`config.mk`:
```
export PLATFORM = sky130hd
export DESIGN_NAME = image_streamer
export DESIGN_NICKNAME = d
export VERILOG_FILES = /design/src/rtl/image_streamer.sv
export SDC_FILE = /design/constraint.sdc
export NUM_CORES = 1
export LEC_CHECK = 0
export BUFFER_PORTS_ARGS = -buffer_cell sky130_fd_sc_hd__buf_2
export CAP_MARGIN = 10
export CELL_PAD_IN_SITES_DETAIL_PLACEMENT = 0
export CELL_PAD_IN_SITES_GLOBAL_PLACEMENT = 1
export CORE_MARGIN = 4
export CORE_UTILIZATION = 40
export DETAILED_ROUTE_END_ITERATION = 6
export PLACE_DENSITY = 0.85
export REMOVE_ABC_BUFFERS = 1
export SLEW_MARGIN = 15
export SYNTH_ARGS = -nofsm -noshare
export SYNTH_HDL_FRONTEND = slang
export SYNTH_SLANG_ARGS = --single-unit
export TNS_END_PERCENT = 10
```
`constraint.sdc`:
```
create_clock -name clock -period 2.3 [get_ports clock]
set_input_delay 0.115 -clock clock [delete_from_list [all_inputs] [get_ports clock]]
set_output_delay 0.115 -clock clock [all_outputs]
set_load 0.005 [all_outputs]
```
`src/rtl/image_streamer.sv`:
```
// ---------------------------------------------------------------------------
// image_streamer
//   Reads one frame of pixels from an image memory, which returns data one
//   cycle after each read strobe. It pushes them in address order into a
//   downstream RGB fifo, respecting the fifo_full backpressure.
//
//   A 2-entry in-order buffer sits between the memory and the fifo. This
//   gives 1 pixel/cycle throughput while fifo_full is low. Under any
//   backpressure pattern, no pixel is lost or duplicated.
//
// Ports
//   clock, reset         single clock, synchronous active-high reset
//   start                frame start request (honoured only in IDLE)
//   busy                 high while a frame is in progress
//   done                 one-cycle pulse when the last pixel is written
//   mem_rd_en, mem_addr  image memory read strobe / address
//   mem_rd_data          read data, valid the cycle after mem_rd_en
//   fifo_wr_en, fifo_din write strobe / pixel into the downstream fifo
//   fifo_full            downstream fifo full
// ---------------------------------------------------------------------------
//   state  | meaning
//   S_IDLE | waiting for start
//   S_RUN  | issuing reads and draining the buffer into the fifo
//   S_DONE | one-cycle done pulse, then back to S_IDLE
// ---------------------------------------------------------------------------
module image_streamer #(
    parameter int DWIDTH     = 24,
    parameter int AWIDTH     = 20,
    parameter int NUM_PIXELS = 720*540
) (
    input  logic              clock,
    input  logic              reset,
    input  logic              start,
    output logic              busy,
    output logic              done,
    output logic              mem_rd_en,
    output logic [AWIDTH-1:0] mem_addr,
    input  logic [DWIDTH-1:0] mem_rd_data,
    output logic              fifo_wr_en,
    output logic [DWIDTH-1:0] fifo_din,
    input  logic              fifo_full
);

    typedef enum logic [1:0] {
        S_IDLE = 2'd0,
        S_RUN  = 2'd1,
        S_DONE = 2'd2
    } state_t;

    localparam logic [AWIDTH-1:0] NUM_PIX  = AWIDTH'(NUM_PIXELS);
    localparam logic [AWIDTH-1:0] LAST_PIX = AWIDTH'(NUM_PIXELS - 1);

    state_t              state;
    logic [AWIDTH-1:0]   rd_addr;
    logic [AWIDTH-1:0]   last_addr;
    logic [AWIDTH-1:0]   wr_count;
    logic [DWIDTH-1:0]   buf_q [2];
    logic                head;
    logic [1:0]          count;
    logic                in_flight;
    logic [1:0]          pending;
    logic                wr_slot;

    always_comb begin
        fifo_wr_en = (state == S_RUN) && (count != 2'd0) && !fifo_full;
        fifo_din   = buf_q[head];
        // Slots that will be occupied next cycle if no new read is issued.
        // count <= 2, so this never exceeds 3, and a pop implies count >= 1.
        pending    = count + {1'b0, in_flight} - {1'b0, fifo_wr_en};
        mem_rd_en  = (state == S_RUN) && (rd_addr < NUM_PIX) && (pending < 2'd2);
        // The address is presented live during a read and holds the last
        // issued address otherwise.
        mem_addr   = mem_rd_en ? rd_addr : last_addr;
        // The capture goes into the slot behind the oldest entry.
        wr_slot    = head ^ count[0];
    end

    always_ff @(posedge clock) begin
        if (reset) begin
            state     <= S_IDLE;
            busy      <= 1'b0;
            done      <= 1'b0;
            rd_addr   <= '0;
            last_addr <= '0;
            wr_count  <= '0;
            head      <= 1'b0;
            count     <= 2'd0;
            in_flight <= 1'b0;
            buf_q[0]  <= '0;
            buf_q[1]  <= '0;
        end else begin
            // Clearing in_flight on reset drops data that returns in the
            // cycle after an aborted frame.
            in_flight <= mem_rd_en;

            if (mem_rd_en) begin
                rd_addr   <= rd_addr + 1'b1;
                last_addr <= rd_addr;
            end

            if (in_flight) begin
                buf_q[wr_slot] <= mem_rd_data;
            end

            if (fifo_wr_en) begin
                head <= ~head;
            end

            case ({in_flight, fifo_wr_en})
                2'b10:   count <= count + 2'd1;
                2'b01:   count <= count - 2'd1;
                default: count <= count;
            endcase

            case (state)
                S_IDLE: begin
                    done <= 1'b0;
                    if (start) begin
                        state    <= S_RUN;
                        busy     <= 1'b1;
                        rd_addr  <= '0;
                        wr_count <= '0;
                    end
                end
                S_RUN: begin
                    if (fifo_wr_en) begin
                        wr_count <= wr_count + 1'b1;
                        if (wr_count == LAST_PIX) begin
                            state <= S_DONE;
                            busy  <= 1'b0;
                            done  <= 1'b1;
                        end
                    end
                end
                S_DONE: begin
                    state <= S_IDLE;
                    done  <= 1'b0;
                end
                default: begin
                    state <= S_IDLE;
                    busy  <= 1'b0;
                    done  <= 1'b0;
                end
            endcase
        end
    end

endmodule

```
==> impl_metrics.json <==
{
  "r2r_end": "rd_addr[14]",
  "synth_edf_count": 48,
  "start_kind": "flip-flop",
  "place.port_buffers": 75,
  "fmax_mhz": 387.6,
  "drtIter0Drc": 213,
  "die_area_um2": 14900,
  "num_rows": 41,
  "fp.coreArea_um2": 12670,
  "worstSetupEndpoint": "mem_addr[14]",
  "slew_headroom_pct": 50.39,
  "ff_latch_area_um2": 2825,
  "r2r_slack_ns": -0.14,
  "viasPerCell": 5.180,
  "die_w_um": 122.1,
  "synthArstFlopShare_pct": 0,
  "crit_arrival_ns": 2.46,
  "end_kind": "output port",
  "final_common_cell": "buf_2",
  "r2r_start": "count[1]",
  "cts_max_level": 4,
  "fin_crit_ns": 2.580,
  "worst_pin_slew_ns": 0.7436,
  "ctsLongestPathBuffers": 2,
  "placed_area_um2": 5917,
  "grt_usage_pct": 16.54,
  "clock_latency_ns": 0.41,
  "setup_viol": 25,
  "wl_per_cell_um": 14.85,
  "initial_core_util_pct": 41.07,
  "p_per_area_nw_per_um2": 718.1,
  "io_pins": 76,
  "ant_nets": 0,
  "synth_flop_cell": "dfxtp_1",
  "wl_um": 11810,
  "grt_pass1_wl_um": 19160,
  "num_antenna_cells": 0,
  "clk_pin_slew_worst_paths_ns": 0.05,
  "gr-total-overflow": 0,
  "layout_setup_ws_ns": -0.2797,
  "drc": 0,
  "dpl.hpwl_um": 7704,
  "drive_gt1_share_pct": 33.23,
  "stdcell_area_um2": 6864,
  "finalHoldViolCount": 0,
  "finalCritPeriodShare_pct": 112.2,
  "r2r_cells": 12,
  "fin_nets": 642,
  "cap_violations": 0,
  "clockRootBuffer": "clkbuf_16",
  "ys_types": 43,
  "crit_type": "flip-flop to output port",
  "syn2layout_area_growth_pct": 31.91,
  "syn_inst": 483,
  "worstPathMaxFanout": 8,
  "fillCellCount": 1115,
  "ys_warn_count": 0,
  "final_max_slew_viol_count": 0,
  "grt_pass1_vias": 4030,
  "fin_skew_ns": 0.009390,
  "synth-seq-area-share_pct": 54.24,
  "dr.pass1.iters": 6,
  "grt_max_degree": 25,
  "status": "complete, but fails checks",
  "tns_ns": -5.808,
  "crit_start": "count[1]",
  "cts.sink_count": 117,
  "rsz0062_at_grt": "yes",
  "critPathRequiredTime_ns": 2.18,
  "min_path_type": "primary input to flip-flop",
  "cts_tree": "yes",
  "gp_congestion": 0.8252,
  "violations": "setup timing",
  "cts_buffers": 17,
  "die_h_um": 122.1,
  "leakagePower_nw": 2.726,
  "whs_ns": 0.02335,
  "syn-cell-area_um2": 5204,
  "num_vias": 4118,
  "layout_common_cells": "buf_2, dfxtp_1, and2_1, edfxtp_1, mux2_2",
  "syn_avg_cell_area_um2": 10.77,
  "ys_ff_latch": 117,
  "multiInputGateArea_um2": 2356,
  "peakVddDrop_v": 0.0003690,
  "grt_antenna_before_repair": 0
}
## sequential cells by signal, indices dropped and copies added, names as in the netlist, named ones only
| register | cells |
|---|---|
| count | 2 |
| last_addr | 20 |
| busy | 1 |
| rd_addr | 20 |
| in_flight | 1 |
| done | 1 |
| buf_q | 48 |
| state | 2 |
| wr_count | 20 |
| head | 1 |
## metal layers
metal	track usage, %	up-vias	part of all wire (%)
met3	5.757	16	6.1
met4	6.438	0	1.4
met5	0	-	0
met1	19.99	1973	44
li1	-	1986	-
met2	27.14	143	49
## timing repair
item / 4_1_cts / 5_1_grt
hold buffers: 16 / 2
setup buffers: 6 / 2
pin swaps: 4 / 4
gates cloned: 4 / 0
endpoints found under the hold margin: 27 / 2
resized for setup: 22 / 9
endpoints found under the setup margin: 51 / 30
## worst min path at each step
stage / start / to / slack, ns / cells after the start
6_report: mem_rd_data[20] / buf_q[0][20] / 0.02 / 2
5_1_grt: mem_rd_data[4] / buf_q[0][4] / 0.003 / 2
4_1_cts: mem_rd_data[21] / buf_q[0][21] / 0.0005 / 2
3_5_place_dp: mem_rd_data[8] / buf_q[1][8] / 0.41 / 2
3_3_place_gp: mem_rd_data[1] / buf_q[0][1] / 0.41 / 2
2_1_floorplan: reset / count[1] / 0.18 / 1
## cell usage after synthesis (2+ instances only)
cell type | count | share of area, %
nor2_1 | 29 | 2.1
xnor2_1 | 12 | 2.0
and2_1 | 52 | 6.3
mux2_2 | 43 | 9.3
buf_2 | 6 | 0.58
nor2b_1 | 24 | 2.9
nand2b_1 | 4 | 0.48
o21ba_2 | 2 | 0.38
and4_1 | 3 | 0.51
ha_1 | 4 | 0.96
nand2_1 | 19 | 1.4
a31oi_1 | 2 | 0.24
clkbuf_1 | 19 | 1.4
dfxtp_1 | 69 | 27
o31ai_1 | 4 | 0.58
a31o_2 | 5 | 0.84
inv_1 | 10 | 0.72
xor2_1 | 3 | 0.51
nor4b_1 | 3 | 0.51
nand3_1 | 14 | 1.3
nor3_1 | 5 | 0.48
nand4b_1 | 3 | 0.51
o21ai_0 | 15 | 1.4
and3_1 | 5 | 0.60
nand4_1 | 11 | 1.3
edfxtp_1 | 48 | 28
or3_1 | 11 | 1.3
a21oi_1 | 30 | 2.9
or2_2 | 3 | 0.36
or4_1 | 7 | 1.0
nor4_1 | 6 | 0.72
## kinds of logic after synthesis
logic type                 Yosys count  synth area share [%]
muxes                               44                 9.497
xor gates and xnor gates            15                 2.525
AOI/OAI and AO/OA                   66                 7.863
buffers and inverters               36                 2.813
adders and majority gates            4                0.9618
DFF                                117                 54.24
and+or+nand+nor                    201                 22.10
## through the flow
step	setup WS [ns]	total power, mW	utilization (%)	std cells
6_report	-0.2797	4.929	54.17	795
5_1_grt	-0.4042	5.135	54.17	795
4_1_cts	-0.2892	4.971	53.56	791
3_5_place_dp	-0.1024	2.592	46.70	733
3_3_place_gp	-0.04661	2.583	46.70	733
2_1_floorplan	-0.9298	2.425	-	457
## layout make-up
cell class                      count  share of cell area, %
Clock buffer                       28                  7.255
Clock inverter                      4                 0.3281
Inverter                           10                 0.5833
Multi-Input combinational cell    331                  34.32
Sequential cell                   117                  41.16
Tap cell                          172                  3.135
Timing Repair Buffer              133                  13.22
## report_power, final
part           switching [mW]  leakage, nW  internal (mW)  total, mW
Combinational           0.193         1.42          0.196      0.388
Clock                   0.845        0.252           1.46       2.31
Sequential             0.0178         1.05           2.22       2.24
## worst max-delay path, cell delays in order, from the launching register on
cell	delay, ns
dfxtp_2	0.32
o21ba_4	0.22
nand3_4	0.07
inv_4	0.05
ha_4	0.17
xor2_4	0.15
xnor2_2	0.22
o311ai_4	0.24
buf_6	0.20
mux2_4	0.30
buf_6	0.12
(Power assumes the default switching activity.)
